**config.mk**
```make
export PLATFORM = sky130hd
export DESIGN_NAME = dmem_responder_flat
export DESIGN_NICKNAME = d
export VERILOG_FILES = /design/src/rtl/mem_pkg.sv /design/src/rtl/dmem_responder_if.sv /design/src/rtl/dmem_array.sv /design/src/rtl/dmem_responder.sv /design/src/flat_wrapper.sv
export SDC_FILE = /design/constraint.sdc
export NUM_CORES = 2
export LEC_CHECK = 0
export ABC_AREA = 1
export CORE_UTILIZATION = 45
export DETAILED_ROUTE_END_ITERATION = 8
export RECOVER_POWER = 50
export SYNTH_ARGS = -nofsm -noshare
export SYNTH_HDL_FRONTEND = slang
export SYNTH_SLANG_ARGS = --single-unit
```
**constraint.sdc**
```tcl
create_clock -name clk -period 3.69 [get_ports clk]
set_input_delay 1.107 -clock clk [delete_from_list [all_inputs] [get_ports clk]]
set_output_delay 1.107 -clock clk [all_outputs]
set_load 0.03 [all_outputs]
```
**src/rtl/mem_pkg.sv**
```systemverilog
// Shared definitions for the data-memory responder: FSM encoding,
// wait-state limit and the address alignment mask.
package mem_pkg;

  typedef enum logic [1:0] {
    IDLE = 2'b00,
    WAIT = 2'b01,
    RESP = 2'b10
  } state_t;

  localparam int MAX_LAT = 15;

  // Low address bits that must be zero for a word access.
  localparam logic [1:0] ALIGN_MASK = 2'b11;

endpackage

```
**src/rtl/dmem_responder_if.sv**
```systemverilog
// Request/acknowledge data-memory bus between a core (master) and the
// responder (slave).
interface dmem_responder_if #(
  parameter int AW = 32
);
  logic          req;
  logic          we;
  logic [AW-1:0] addr;
  logic [31:0]   wdata;
  logic          ack;
  logic          err;
  logic [31:0]   rdata;
  logic          busy;

  modport master (
    output req, we, addr, wdata,
    input  ack, err, rdata, busy
  );

  modport slave (
    input  req, we, addr, wdata,
    output ack, err, rdata, busy
  );
endinterface

```
**src/rtl/dmem_array.sv**
```systemverilog
// Word storage: synchronous write, combinational read. No reset, so the
// contents survive a responder reset.
module dmem_array #(
  parameter int DEPTH = 64,
  parameter int IW    = $clog2(DEPTH)
) (
  input  logic          clk,
  input  logic          we,
  input  logic [IW-1:0] idx,
  input  logic [31:0]   wd,
  output logic [31:0]   rd
);

  logic [31:0] mem_q [DEPTH];

  // Write port, committed on the responder's RESP edge.
  always_ff @(posedge clk) begin
    if (we) begin
      mem_q[idx] <= wd;
    end
  end

  assign rd = mem_q[idx];

endmodule

```
**src/rtl/dmem_responder.sv**
```systemverilog
// Data-memory responder: accepts a request, waits LAT cycles, then performs
// the latched access and pulses ack. Misaligned or out-of-range addresses
// are answered with err instead of touching storage.
module dmem_responder
  import mem_pkg::*;
#(
  parameter int DEPTH = 64,
  parameter int LAT   = 2,
  parameter int AW    = 32
) (
  input  logic             clk,
  input  logic             reset_n,
  dmem_responder_if.slave  bus
);

  localparam int IW = $clog2(DEPTH);
  localparam int CW = $clog2(MAX_LAT + 1);
  localparam logic [CW-1:0] LAT_C = CW'(LAT);

  state_t        state_q, state_d;
  logic [CW-1:0] cnt_q, cnt_d;
  logic          we_q, we_d;
  logic [AW-1:0] addr_q, addr_d;
  logic [31:0]   wdata_q, wdata_d;
  logic          ack_q, ack_d;
  logic          err_q, err_d;
  logic [31:0]   rdata_q, rdata_d;
  logic          busy_q, busy_d;

  logic          addr_err;
  logic          mem_we;
  logic [IW-1:0] idx;
  logic [31:0]   mem_rd;

  // Checks use the latched address only; bus changes after acceptance are ignored.
  assign idx      = addr_q[IW+1:2];
  assign addr_err = ((addr_q[1:0] & ALIGN_MASK) != 2'b00) ||
                    (addr_q[AW-1:IW+2] != '0);
  assign mem_we   = (state_q == RESP) && we_q && !addr_err;

  dmem_array #(
    .DEPTH (DEPTH),
    .IW    (IW)
  ) u_array (
    .clk (clk),
    .we  (mem_we),
    .idx (idx),
    .wd  (wdata_q),
    .rd  (mem_rd)
  );

  // Next-state, latch and response logic.
  always_comb begin
    state_d = state_q;
    cnt_d   = cnt_q;
    we_d    = we_q;
    addr_d  = addr_q;
    wdata_d = wdata_q;
    ack_d   = 1'b0;
    err_d   = 1'b0;
    rdata_d = rdata_q;
    busy_d  = busy_q;
    unique case (state_q)
      IDLE: begin
        busy_d = bus.req;
        if (bus.req) begin
          we_d    = bus.we;
          addr_d  = bus.addr;
          wdata_d = bus.wdata;
          cnt_d   = LAT_C;
          state_d = (LAT_C == '0) ? RESP : WAIT;
        end
      end
      WAIT: begin
        cnt_d = cnt_q - CW'(1);
        if (cnt_q == CW'(1)) begin
          state_d = RESP;
        end
      end
      RESP: begin
        ack_d = 1'b1;
        err_d = addr_err;
        if (!we_q && !addr_err) begin
          rdata_d = mem_rd;
        end
        state_d = IDLE;
      end
      default: state_d = IDLE;
    endcase
  end

  // State and registered outputs; reset aborts any in-flight access.
  always_ff @(posedge clk or negedge reset_n) begin
    if (!reset_n) begin
      state_q <= IDLE;
      cnt_q   <= '0;
      we_q    <= 1'b0;
      addr_q  <= '0;
      wdata_q <= '0;
      ack_q   <= 1'b0;
      err_q   <= 1'b0;
      rdata_q <= '0;
      busy_q  <= 1'b0;
    end else begin
      state_q <= state_d;
      cnt_q   <= cnt_d;
      we_q    <= we_d;
      addr_q  <= addr_d;
      wdata_q <= wdata_d;
      ack_q   <= ack_d;
      err_q   <= err_d;
      rdata_q <= rdata_d;
      busy_q  <= busy_d;
    end
  end

  assign bus.ack   = ack_q;
  assign bus.err   = err_q;
  assign bus.rdata = rdata_q;
  assign bus.busy  = busy_q;

endmodule

```
**src/flat_wrapper.sv**
```systemverilog
// flat-port wrapper written by rule: the top's interface ports become plain ports
module dmem_responder_flat import mem_pkg::*;
#(
  parameter int DEPTH = 64,
  parameter int LAT   = 2,
  parameter int AW    = 32
)
  (clk, reset_n, bus_req, bus_we, bus_addr, bus_wdata, bus_ack, bus_err, bus_rdata, bus_busy);
  dmem_responder_if #(.AW(AW)) bus_i ();
  input  logic clk;
  input  logic reset_n;
  input wire logic [$bits(bus_i.req)-1:0] bus_req;
  input wire logic [$bits(bus_i.we)-1:0] bus_we;
  input wire logic [$bits(bus_i.addr)-1:0] bus_addr;
  input wire logic [$bits(bus_i.wdata)-1:0] bus_wdata;
  output wire logic [$bits(bus_i.ack)-1:0] bus_ack;
  output wire logic [$bits(bus_i.err)-1:0] bus_err;
  output wire logic [$bits(bus_i.rdata)-1:0] bus_rdata;
  output wire logic [$bits(bus_i.busy)-1:0] bus_busy;
  assign bus_i.req = bus_req;
  assign bus_i.we = bus_we;
  assign bus_i.addr = bus_addr;
  assign bus_i.wdata = bus_wdata;
  assign bus_ack = bus_i.ack;
  assign bus_err = bus_i.err;
  assign bus_rdata = bus_i.rdata;
  assign bus_busy = bus_i.busy;
  dmem_responder #(.DEPTH(DEPTH), .LAT(LAT), .AW(AW)) u_core (.clk(clk), .reset_n(reset_n), .bus(bus_i));
endmodule
```
==> out/qor_table.md <==
| Metric | This run |
|---|---|
| Run status | finished, violations left |
| Total Wirelength | 269 mm |
| Final std cell area, no fill | 0.102 mm2 |
| Final design utilization | 51.7% |
| Number of routed nets with antenna violations | 0 |
| Final Hold Viols | 0 |
| Post-route clock period utilization | 95.2% |
| Number of cells in the finished layout apart from fillers | 11,686 |
| Mean routed wirelength per cell | 23.0 um |
| Crit end category | flip-flop |
| Pin count of the biggest net entering global routing | 121 |
| Crit path arrival time | 3.90 ns |
| Data required, critical path | 4.08 ns |
| Maximum level of the CTS H-tree | 4 |
| Final period demand of the worst path | 3.51 ns |
| Ratio of cells with drive above 1 in the final layout | 7.67% |
| Total grt overflow | 0 |
| Area enclosed by the die boundary | 0.202 mm2 |
| Total CTS buffers | 212 |
| Core Rows | 163 |
| Half-perimeter wire length after detailed placement | 162 mm |
| Instance area at placement | 0.0960 mm2 |
| Number of global-route vias before repair | 57,798 |
| Wire length of the first global-routing pass | 392 mm |
| Path category of the worst min-delay check | reg2reg |
| Insertion delay of the later-clocked pin in the worst-skew pair | 0.89 ns |
| Top library cells by usage in the layout, fill and taps aside | sky130_fd_sc_hd__nand2_1 (5,659), sky130_fd_sc_hd__edfxtp_1 (2,048), sky130_fd_sc_hd__clkbuf_16 (212) |
| Flip-flop and latch count after synthesis | 2,154 |
| Maximum frequency from static timing analysis | 285 MHz |
| DP Worst Slack | 0.538 ns |
| Max rail drop VDD | 0.880 mV |
| Last weighted congestion value of the routability-driven placer | 0.926 |
| Setup-violating endpoint count in the final report | 0 |
| Buffers and inverters on the worst path | 1 |
| Hold WS | 0.492 ns |
| Post-synthesis instance total | 8,750 |
| Failing checks | max-capacitance violations, max-slew violations |
| Clk Tree Root Cell | sky130_fd_sc_hd__clkbuf_16 |
| Commonest non-fill, non-tap cell in the layout | sky130_fd_sc_hd__nand2_1 |
| Tightest Pin Transition | 2.80 ns |
| Post-CTS Setup Bufs | 0 |
| Worst setup path category | reg2reg |
| Cell family contributing the most delay on the critical path | flip-flops |
| Area of the mapped netlist | 0.0901 mm2 |
| Net count of the mapped netlist | 8,820 |
| Worst path setup slack after routing | 0.177 ns |
| Crit-path max cell delay | 1.54 ns |
| Leak pwr | 42.5 nW |
| Area Growth Syn to Fin | 13.6% |
| Total power per unit cell area | 800 mW/mm2 |
| Die Span Y | 449 um |
| Multi-input gate area | 0.0240 mm2 |
| # Max-Cap Violations | 36 |
| Net count reported at finish | 8,933 |
| Crit start category | flip-flop |
| Total Power | 81.9 mW |
| Number of gates resized after cts | 0 |
| Distinct cell type count after synthesis | 28 |
| Std-Cell Core Area | 0.198 mm2 |
| IO buf count | 102 |
| Post-Route Setup TNS | 0 ns |
| Fraction of the yosys area taken by sequential cells | 71.2% |
| Average size of a mapped cell | 10.3 um2 |
| Setup repair after global routing missed its margin | no |
| TritonCTS clock tree | built |
| Layout filler cell count | 17,415 |
| Length of the first detailed-routing pass in iterations | 6 |
| Clock slew at the register clock pins of the worst setup and hold paths | 0.06 ns |
| Register cell area after layout | 0.0642 mm2 |
| Hold Buf Count CTS | 0 |
| Top Ports | 103 |
| Via total after detailed routing | 61,434 |
| Detailed-route vias per instance | 5.26 |
| Clock Path Buffers | 3 |
| Number of slew-limit violations in the final report | 1,282 |
| Initial standard-cell utilization of the core | 45.5% |
| Slowest-stage cell, CP | sky130_fd_sc_hd__dfrtp_1 |
| Clock skew after layout | 0.0689 ns |
| YS warnings | 0 |
| Crit Path Max Fanout | 36 |
| Slew headroom | -86.5% |
| Die boundary width | 449 um |
| Number of sinks on the clock net | 2,154 |
| Number of remaining DRC errors | 0 |
| Cells along the critical path | clkbuf_1 |
| Antenna violations before repair | 13 |
| Iter 0 DRT Violations | 7,330 |
| Overall routing resource usage | 26.3% |
| Total placed cells including tap cells | 11,289 |
area by class of cell:
cell class / count / share of cell area (%)
clock inverter: 112 / 1.04
inverter: 105 / 0.416
multi-input combinational: 6056 / 23.5
sequential: 2154 / 62.7
tap: 2640 / 3.23
timing repair buffer: 334 / 3.54
antenna: 3 / 0.00734
clock buffer: 282 / 5.60
synth_stat cells:
master / n / share of area, %
sky130_fd_sc_hd__o21ai_0: 11 / 0.061
sky130_fd_sc_hd__a21oi_1: 18 / 0.10
sky130_fd_sc_hd__clkbuf_1: 130 / 0.54
sky130_fd_sc_hd__nor2_1: 170 / 0.71
sky130_fd_sc_hd__o21ai_1: 5 / 0.028
sky130_fd_sc_hd__mux2_2: 57 / 0.71
sky130_fd_sc_hd__buf_1: 59 / 0.25
sky130_fd_sc_hd__nor3_2: 7 / 0.078
sky130_fd_sc_hd__dfrtp_1: 106 / 2.9
sky130_fd_sc_hd__edfxtp_1: 2048 / 68
sky130_fd_sc_hd__ha_1: 2 / 0.028
sky130_fd_sc_hd__inv_4: 1 / 0.0069
sky130_fd_sc_hd__inv_1: 100 / 0.42
sky130_fd_sc_hd__nand3_1: 78 / 0.43
sky130_fd_sc_hd__or3_1: 1 / 0.0069
sky130_fd_sc_hd__inv_2: 3 / 0.012
sky130_fd_sc_hd__nand4_1: 4 / 0.028
sky130_fd_sc_hd__buf_6: 9 / 0.11
sky130_fd_sc_hd__or2_1: 2 / 0.014
sky130_fd_sc_hd__a2bb2oi_1: 1 / 0.0097
sky130_fd_sc_hd__clkinv_1: 1 / 0.0042
sky130_fd_sc_hd__or2_2: 34 / 0.24
sky130_fd_sc_hd__o211ai_1: 3 / 0.025
sky130_fd_sc_hd__buf_2: 210 / 1.2
sky130_fd_sc_hd__nor2_2: 2 / 0.014
sky130_fd_sc_hd__buf_4: 27 / 0.22
sky130_fd_sc_hd__nand2_1: 5659 / 24
sky130_fd_sc_hd__nor3_1: 2 / 0.011
per-layer routing:
layer / wire [um] / part of all wire, % / track usage (%)
met5: 155 / 0.058 / 0
met3: 24100 / 9.0 / 4.23
met2: 119000 / 44 / 39.4
met1: 113000 / 42 / 38.0
met4: 12100 / 4.5 / 11.1
sequential cells by signal, summed over array words and instances (netlist names):
signal                flops
u_core.cnt_q              4
u_core.bus.err            1
u_core.bus.busy           1
u_core.u_array.mem_q   2048
u_core.state_q            2
u_core.wdata_q           32
u_core.addr_q            32
u_core.we_q               1
u_core.bus.ack            1
u_core.bus.rdata         32
cells by family after synthesis:
group,share of synthesized area (%)
simple gates,25.1
compound gates,0.224
fa+ha+maj,0.0278
mux,0.712
buf+inv,2.73
flops,71.2
power by group:
group	switching [mW]	internal [mW]	total [mW]
clock network	9.48	11.8	21.3
registers	3.27	30.9	34.2
logic	20.1	6.33	26.5
final timing paths:
check	end	slack, ns	from	cells past startpoint
min reg2reg	u_core.cnt_q[3]	0.49	u_core.cnt_q[3]	1
max	u_core.u_array.mem_q[39][19]	0.18	u_core.wdata_q[19]	1
max in group asynchronous	u_core.bus.rdata[30]	0.76	reset_n	2
min in group asynchronous	u_core.addr_q[15]	0.81	reset_n	1
min	u_core.cnt_q[3]	0.49	u_core.cnt_q[3]	1
max reg2reg	u_core.u_array.mem_q[39][19]	0.18	u_core.wdata_q[19]	1
No activity file was read; power rests on OpenSTA's default activity.
